===== config.mk =====
export PLATFORM = sky130hd
export DESIGN_NAME = lora_cfg_sequencer
export DESIGN_NICKNAME = d
export VERILOG_FILES = /design/src/rtl/lora_cfg_sequencer_pkg.sv /design/src/rtl/lora_cfg_sequencer_rom.sv /design/src/rtl/lora_cfg_sequencer.sv
export SDC_FILE = /design/constraint.sdc
export NUM_CORES = 1
export LEC_CHECK = 0
export BUFFER_PORTS_ARGS = -buffer_cell sky130_fd_sc_hd__clkbuf_2
export CAP_MARGIN = 10
export CORE_ASPECT_RATIO = 0.5
export CORE_MARGIN = 2
export CORE_UTILIZATION = 45
export CTS_CLUSTER_DIAMETER = 30
export DETAILED_ROUTE_END_ITERATION = 6
export PLACE_DENSITY = 0.78
export SKIP_LAST_GASP = 1
export SYNTH_ARGS = -nofsm -noshare
export SYNTH_HDL_FRONTEND = slang
export SYNTH_SLANG_ARGS = --single-unit

===== constraint.sdc =====
create_clock -name clk -period 2.6 [get_ports clk]
set_input_delay 0.13 -clock clk [delete_from_list [all_inputs] [get_ports clk]]
set_output_delay 0.13 -clock clk [all_outputs]
set_load 0.005 [all_outputs]

===== src/rtl/lora_cfg_sequencer_pkg.sv =====
// Shared definitions for the SX1278 boot-time configurator: register map,
// SPI frame helper and sequencer state encoding.
package lora_cfg_sequencer_pkg;

  localparam logic [6:0] REG_OPMODE     = 7'h01;
  localparam logic [6:0] REG_FRF_MSB    = 7'h06;
  localparam logic [6:0] REG_FRF_MID    = 7'h07;
  localparam logic [6:0] REG_FRF_LSB    = 7'h08;
  localparam logic [6:0] REG_PA_CONFIG  = 7'h09;
  localparam logic [6:0] REG_MODEM_CFG1 = 7'h1D;
  localparam logic [6:0] REG_MODEM_CFG2 = 7'h1E;
  localparam logic [6:0] REG_SYNC_WORD  = 7'h39;

  localparam logic SPI_WRITE = 1'b1;

  typedef enum logic [2:0] {
    ST_IDLE,
    ST_LOAD,
    ST_ISSUE,
    ST_WAIT_LO,
    ST_GAP,
    ST_DONE,
    ST_ERROR
  } state_e;

  function automatic logic [15:0] make_frame(input logic [6:0] addr, input logic [7:0] data);
    return {SPI_WRITE, addr, data};
  endfunction

endpackage


===== src/rtl/lora_cfg_sequencer_rom.sv =====
// Fixed SX1278 register-write table: entry index -> {addr, data}.
// Entries past the table return a write of 0 to address 0.
module lora_cfg_sequencer_rom
  import lora_cfg_sequencer_pkg::*;
#(
  parameter int unsigned IDX_W = 4
) (
  input  logic [IDX_W-1:0] index,
  output logic [6:0]       addr,
  output logic [7:0]       data
);

  always_comb begin
    addr = '0;
    data = '0;
    case (int'(index))
      0: begin addr = REG_OPMODE;     data = 8'h80; end
      1: begin addr = REG_FRF_MSB;    data = 8'h6C; end
      2: begin addr = REG_FRF_MID;    data = 8'h80; end
      3: begin addr = REG_FRF_LSB;    data = 8'h00; end
      4: begin addr = REG_PA_CONFIG;  data = 8'h8F; end
      5: begin addr = REG_MODEM_CFG1; data = 8'h72; end
      6: begin addr = REG_MODEM_CFG2; data = 8'h74; end
      7: begin addr = REG_OPMODE;     data = 8'h81; end
      default: begin addr = '0; data = '0; end
    endcase
  end

endmodule


===== src/rtl/lora_cfg_sequencer.sv =====
// Walks the register table and hands each write to the SPI shifter as a
// 16-bit frame using a req/busy handshake with per-edge timeout.
module lora_cfg_sequencer
  import lora_cfg_sequencer_pkg::*;
#(
  parameter int unsigned NUM_ENTRIES    = 8,
  parameter int unsigned IDX_W          = 4,
  parameter int unsigned GAP_CYCLES     = 4,
  parameter int unsigned TIMEOUT_CYCLES = 64
) (
  input  logic             clk,
  input  logic             reset,
  input  logic             start,
  input  logic             abort,
  input  logic             spi_busy,
  output logic [15:0]      spi_word,
  output logic             spi_req,
  output logic             busy,
  output logic             done,
  output logic             error,
  output logic [IDX_W-1:0] index
);

  localparam int unsigned TMO_W = $clog2(TIMEOUT_CYCLES) + 1;
  localparam int unsigned GAP_W = $clog2(GAP_CYCLES) + 1;
  localparam logic [TMO_W-1:0] TMO_LAST = TMO_W'(TIMEOUT_CYCLES - 1);
  localparam logic [GAP_W-1:0] GAP_LAST = GAP_W'(GAP_CYCLES - 1);
  localparam logic [IDX_W-1:0] IDX_LAST = IDX_W'(NUM_ENTRIES - 1);

  state_e           state_q, state_d;
  logic [15:0]      spi_word_q, spi_word_d;
  logic             spi_req_q, spi_req_d;
  logic             busy_q, busy_d;
  logic             done_q, done_d;
  logic             error_q, error_d;
  logic [IDX_W-1:0] index_q, index_d;
  logic [TMO_W-1:0] tmo_q, tmo_d;
  logic [GAP_W-1:0] gap_q, gap_d;

  logic [6:0] rom_addr;
  logic [7:0] rom_data;

  lora_cfg_sequencer_rom #(.IDX_W(IDX_W)) u_rom (
    .index (index_q),
    .addr  (rom_addr),
    .data  (rom_data)
  );

  always_comb begin
    state_d    = state_q;
    spi_word_d = spi_word_q;
    spi_req_d  = spi_req_q;
    busy_d     = busy_q;
    done_d     = done_q;
    error_d    = error_q;
    index_d    = index_q;
    tmo_d      = tmo_q;
    gap_d      = gap_q;

    // abort outranks everything, including a coincident start
    if (abort && state_q != ST_IDLE) begin
      state_d   = ST_IDLE;
      spi_req_d = 1'b0;
      busy_d    = 1'b0;
    end else begin
      case (state_q)
        ST_IDLE, ST_DONE, ST_ERROR: begin
          if (start && !abort) begin
            index_d = '0;
            done_d  = 1'b0;
            error_d = 1'b0;
            busy_d  = 1'b1;
            state_d = ST_LOAD;
          end
        end
        ST_LOAD: begin
          spi_word_d = make_frame(rom_addr, rom_data);
          spi_req_d  = 1'b1;
          tmo_d      = '0;
          state_d    = ST_ISSUE;
        end
        ST_ISSUE: begin
          if (spi_busy) begin
            spi_req_d = 1'b0;
            tmo_d     = '0;
            state_d   = ST_WAIT_LO;
          end else if (tmo_q == TMO_LAST) begin
            spi_req_d = 1'b0;
            busy_d    = 1'b0;
            error_d   = 1'b1;
            state_d   = ST_ERROR;
          end else begin
            tmo_d = tmo_q + TMO_W'(1);
          end
        end
        ST_WAIT_LO: begin
          if (!spi_busy) begin
            gap_d   = '0;
            state_d = ST_GAP;
          end else if (tmo_q == TMO_LAST) begin
            busy_d  = 1'b0;
            error_d = 1'b1;
            state_d = ST_ERROR;
          end else begin
            tmo_d = tmo_q + TMO_W'(1);
          end
        end
        ST_GAP: begin
          if (gap_q == GAP_LAST) begin
            if (index_q == IDX_LAST) begin
              done_d  = 1'b1;
              busy_d  = 1'b0;
              state_d = ST_DONE;
            end else begin
              index_d = index_q + IDX_W'(1);
              state_d = ST_LOAD;
            end
          end else begin
            gap_d = gap_q + GAP_W'(1);
          end
        end
        default: state_d = ST_IDLE;
      endcase
    end
  end

  always_ff @(posedge clk) begin
    if (reset) begin
      state_q    <= ST_IDLE;
      spi_word_q <= '0;
      spi_req_q  <= 1'b0;
      busy_q     <= 1'b0;
      done_q     <= 1'b0;
      error_q    <= 1'b0;
      index_q    <= '0;
      tmo_q      <= '0;
      gap_q      <= '0;
    end else begin
      state_q    <= state_d;
      spi_word_q <= spi_word_d;
      spi_req_q  <= spi_req_d;
      busy_q     <= busy_d;
      done_q     <= done_d;
      error_q    <= error_d;
      index_q    <= index_d;
      tmo_q      <= tmo_d;
      gap_q      <= gap_d;
    end
  end

  assign spi_word = spi_word_q;
  assign spi_req  = spi_req_q;
  assign busy     = busy_q;
  assign done     = done_q;
  assign error    = error_q;
  assign index    = index_q;

endmodule


==> summary.txt <==
Outcome
  • Run status: finished, final reports clean

STA
  • Max Clk Rate: 401.2 MHz
  • Tcrit/Tclk final: 95.86%
  • Slew headroom: 62.83%
  • Worst-margin pin slew: 0.5575 ns
  • RSZ-0062 raised after global routing: no
  • Worst Skew: 0.006481 ns
  • Final setup fails: 0
  • Slew Limit Fails: 0
  • Minimum clock period: 2.492 ns
  • Final hold violation count: 0
  • Setup WS post-layout: 0.1077 ns

Critical path
  • Max incr delay on CP: 0.33 ns
  • Critical Path RT: 2.81 ns
  • Critical path's slowest cell: dfxtp_1
  • Flop2flop setup slack: 0.11 ns
  • Critical path's top delay family: adder cells
  • Critical path class: reg2reg
  • Crit. End Element: flip-flop
  • Cell mode on critical path: ha_1
  • Buf/Inv on CP: 0
  • Worst setup SP type: flip-flop
  • Worst-path cell chain: ha_1 -> ha_1 -> mux2_4 -> a211oi_4 -> o21a_1 -> a41oi_1 -> nor2_1 -> ha_1 -> mux2_4
  • Worst Reg2Reg Path Length in Cells: 9
  • CP arrival: 2.70 ns
  • Worst Path Max Fanout: 5
  • Reg2Reg Launch Point: gap_q[0]$_SDFFE_PP0P_

Hold path
  • Hold-critical path depth: 3
  • Worst min path class: in2reg
  • Hold EP: state_q[2]$_SDFFE_PP0P_
  • HP Start: start

Placement
  • DP Wirelength: 3.234 mm
  • Placed cell count: 332
  • Final GP Congestion: 0.9135
  • Place WS: -0.02407 ns
  • Number of port buffers: 26

Power
  • Total design power: 1.665 mW
  • Clk pwr share: 25.5%
  • Leakage: 1.031 nW
  • Pwr Density: 673.0 mW/mm^2
  • Comb power frac: 27.6%
  • Switch share: 33.56%
  • Power Internal: 1.106 mW
  • Peak supply drop: 0.0002460 V
  • Psw: 0.5587 mW
  • Seq pwr share: 46.8%

Synth
  • Count leader, synth: dfxtp_1
  • Share of the yosys chip area belonging to registers: 40.27%
  • Top-area cell type share of the netlist area: 40.27%
  • Ys Warns: 0
  • Mapped Avg Cell Area: 8.784 sq um
  • Async S/R FF share, synth: 0%
  • #FFs+latches synth: 44
  • Area leader, netlist: dfxtp_1
  • Largest cells by area after synthesis: dfxtp_1, ha_1, nor2_1, a21oi_1, nand3b_1
  • Synth unique cells: 49
  • Number of synthesized flops with an enable pin: 0
  • Most frequent cells after synthesis: dfxtp_1, nor2_1, a21oi_1
  • Cell count after synthesis: 249
  • Post-synthesis cell area: 0.002187 sq mm
  • Synth Flop Type: dfxtp_1

Die
  • Die ar.: 0.005468 sq mm
  • Die Y: 53.30 um
  • I/O pin count: 29
  • Num rows: 17
  • Die width: 102.6 um
  • Core area: 0.004531 sq mm
  • Starting Density: 48.27%

Route
  • Vias: 1788
  • Post-Route WL: 4.532 mm
  • WL met2: 2.169 mm
  • WL per Instance: 13.25 um
  • Antenna violation net count after detailed routing: 0
  • DRC viols: 0
  • Vias per cell: 5.228
  • 1st-iter DRT viols: 68
  • WL met1: 2.041 mm
  • Top routing layer in use: met4
  • TritonRoute pass-1 iters: 4
  • WL met3: 202 um

Finish
  • Syn-to-layout area delta: 13.10%
  • Fin nets: 290
  • Non-filler cells, final: 342
  • Final core utilization: 54.60%
  • # diodes: 0
  • Share of cells above drive strength 1: 19.93%

Clocking
  • CTS tree: built
  • Cts hold-fix bufs: 0
  • CTS Buf Count: 5
  • H-tree levels: 2
  • Root buf cell: clkbuf_8
  • CTS sink count: 44
  • Clock buffer depth: 2
  • Clk Latency, worst-skew pair: 0.31 ns
  • Clock Pin Slew Worst Setup and Hold Paths: 0.08 ns

GRT
  • Grt total ovfl: 0
  • Vias in the first global route: 1677
  • Largest net degree at the start of global routing: 28
  • Overall routing resource usage: 17.88%
  • Initial antenna violation count: 0
  • Global-route wire length before repair: 7.245 mm

Run
  • Reported max-cap violation count: 0
-- worst min-delay path: stages --
cell and delay, ns:
clkbuf_2 0.12, nor2_1 0.10, a2111oi_0 0.06
-- how the worst max path moves through the flow --
stage                           from   endpoint  slack, ns  depth (start not counted)
2_1_floorplan  gap_q[0]$_SDFFE_PP0P_  flip-flop       0.11                          8
6_report       gap_q[0]$_SDFFE_PP0P_  flip-flop       0.11                          9
3_3_place_gp   gap_q[0]$_SDFFE_PP0P_  flip-flop       0.09                          8
3_5_place_dp   gap_q[0]$_SDFFE_PP0P_  flip-flop      -0.02                          8
5_1_grt        gap_q[0]$_SDFFE_PP0P_  flip-flop      0.002                          9
4_1_cts        gap_q[0]$_SDFFE_PP0P_  flip-flop       0.05                          8
-- timing repair --
action                                  CTS  global route
endpoints found under the setup margin    2             5
setup buffers                             0             2
pin swaps                                 0             4
gates resized for setup                   1             1
-- cell type report --
| cell class | instances | area (sq um) |
|---|---|---|
| fillers | 419 | 2057 |
| multi-input cells | 177 | 1172 |
| flip-flops and latches | 44 | 880.8 |
| repair buffers | 37 | 212.7 |
| well taps | 66 | 82.58 |
| clock buffers | 5 | 68.82 |
| inverters | 10 | 37.54 |
| clock inverters | 3 | 18.77 |
-- cell usage in the layout, fill, tap and decap left out, types with 3 or more instances in the layout --
master / count
nand3b_1: 13
buf_4: 11
nor3_1: 4
mux2_4: 5
clkbuf_2: 26
nor2b_1: 3
dfxtp_1: 44
clkbuf_8: 5
nand3_1: 6
mux2i_1: 5
o21ai_0: 8
and2_1: 3
a21oi_1: 20
nor2_1: 32
nor3b_1: 3
a21o_1: 3
xnor2_1: 6
ha_1: 10
and3_1: 3
nand2_1: 17
inv_1: 9
-- metal layers --
| layer | track usage, % | vias up |
|---|---|---|
| li1 | - | 913 |
| met1 | 19.18 | 821 |
| met2 | 32.14 | 42 |
| met3 | 4.624 | 12 |
| met4 | 11.11 | 0 |
| met5 | 0 | - |
-- metrics by stage --
step | setup TNS, ns | cell area (sq um) | hold slack [ns]
after global placement | 0 | 2367 | 0.4346
after CTS | 0 | 2459 | 0.1512
after detailed placement | -0.03235 | 2367 | 0.4469
after floorplan | 0 | 2191 | 0.3133
final | 0 | 2474 | 0.1575
after global routing | 0 | 2474 | 0.1827
-- power groups by stage --
stage                     Sequential, mW  Clock, mW  Combinational (mW)
after global placement             0.790          0               0.418
after global routing               0.789      0.457               0.514
final                              0.779      0.425               0.460
after detailed placement           0.795          0               0.432
after CTS                          0.779      0.437               0.436
after floorplan                    0.775          0               0.344
-- kinds of logic (layout without fill, tap and decap cells) --
logic type                 count (synthesis)  after routing  share of synthesized area (%)
and+or+nand+nor                           96             96                          23.23
AOI/OAI and AO/OA                         51             51                          15.16
DFF                                       44             44                          40.27
buffers and inverters                     29             55                          6.464
adders and majority gates                 11             11                          6.179
muxes                                     10             10                          5.721
xor gates and xnor gates                   7              7                          2.803
other                                      1              2                         0.1715
No activity file was read; power rests on OpenSTA's default activity.
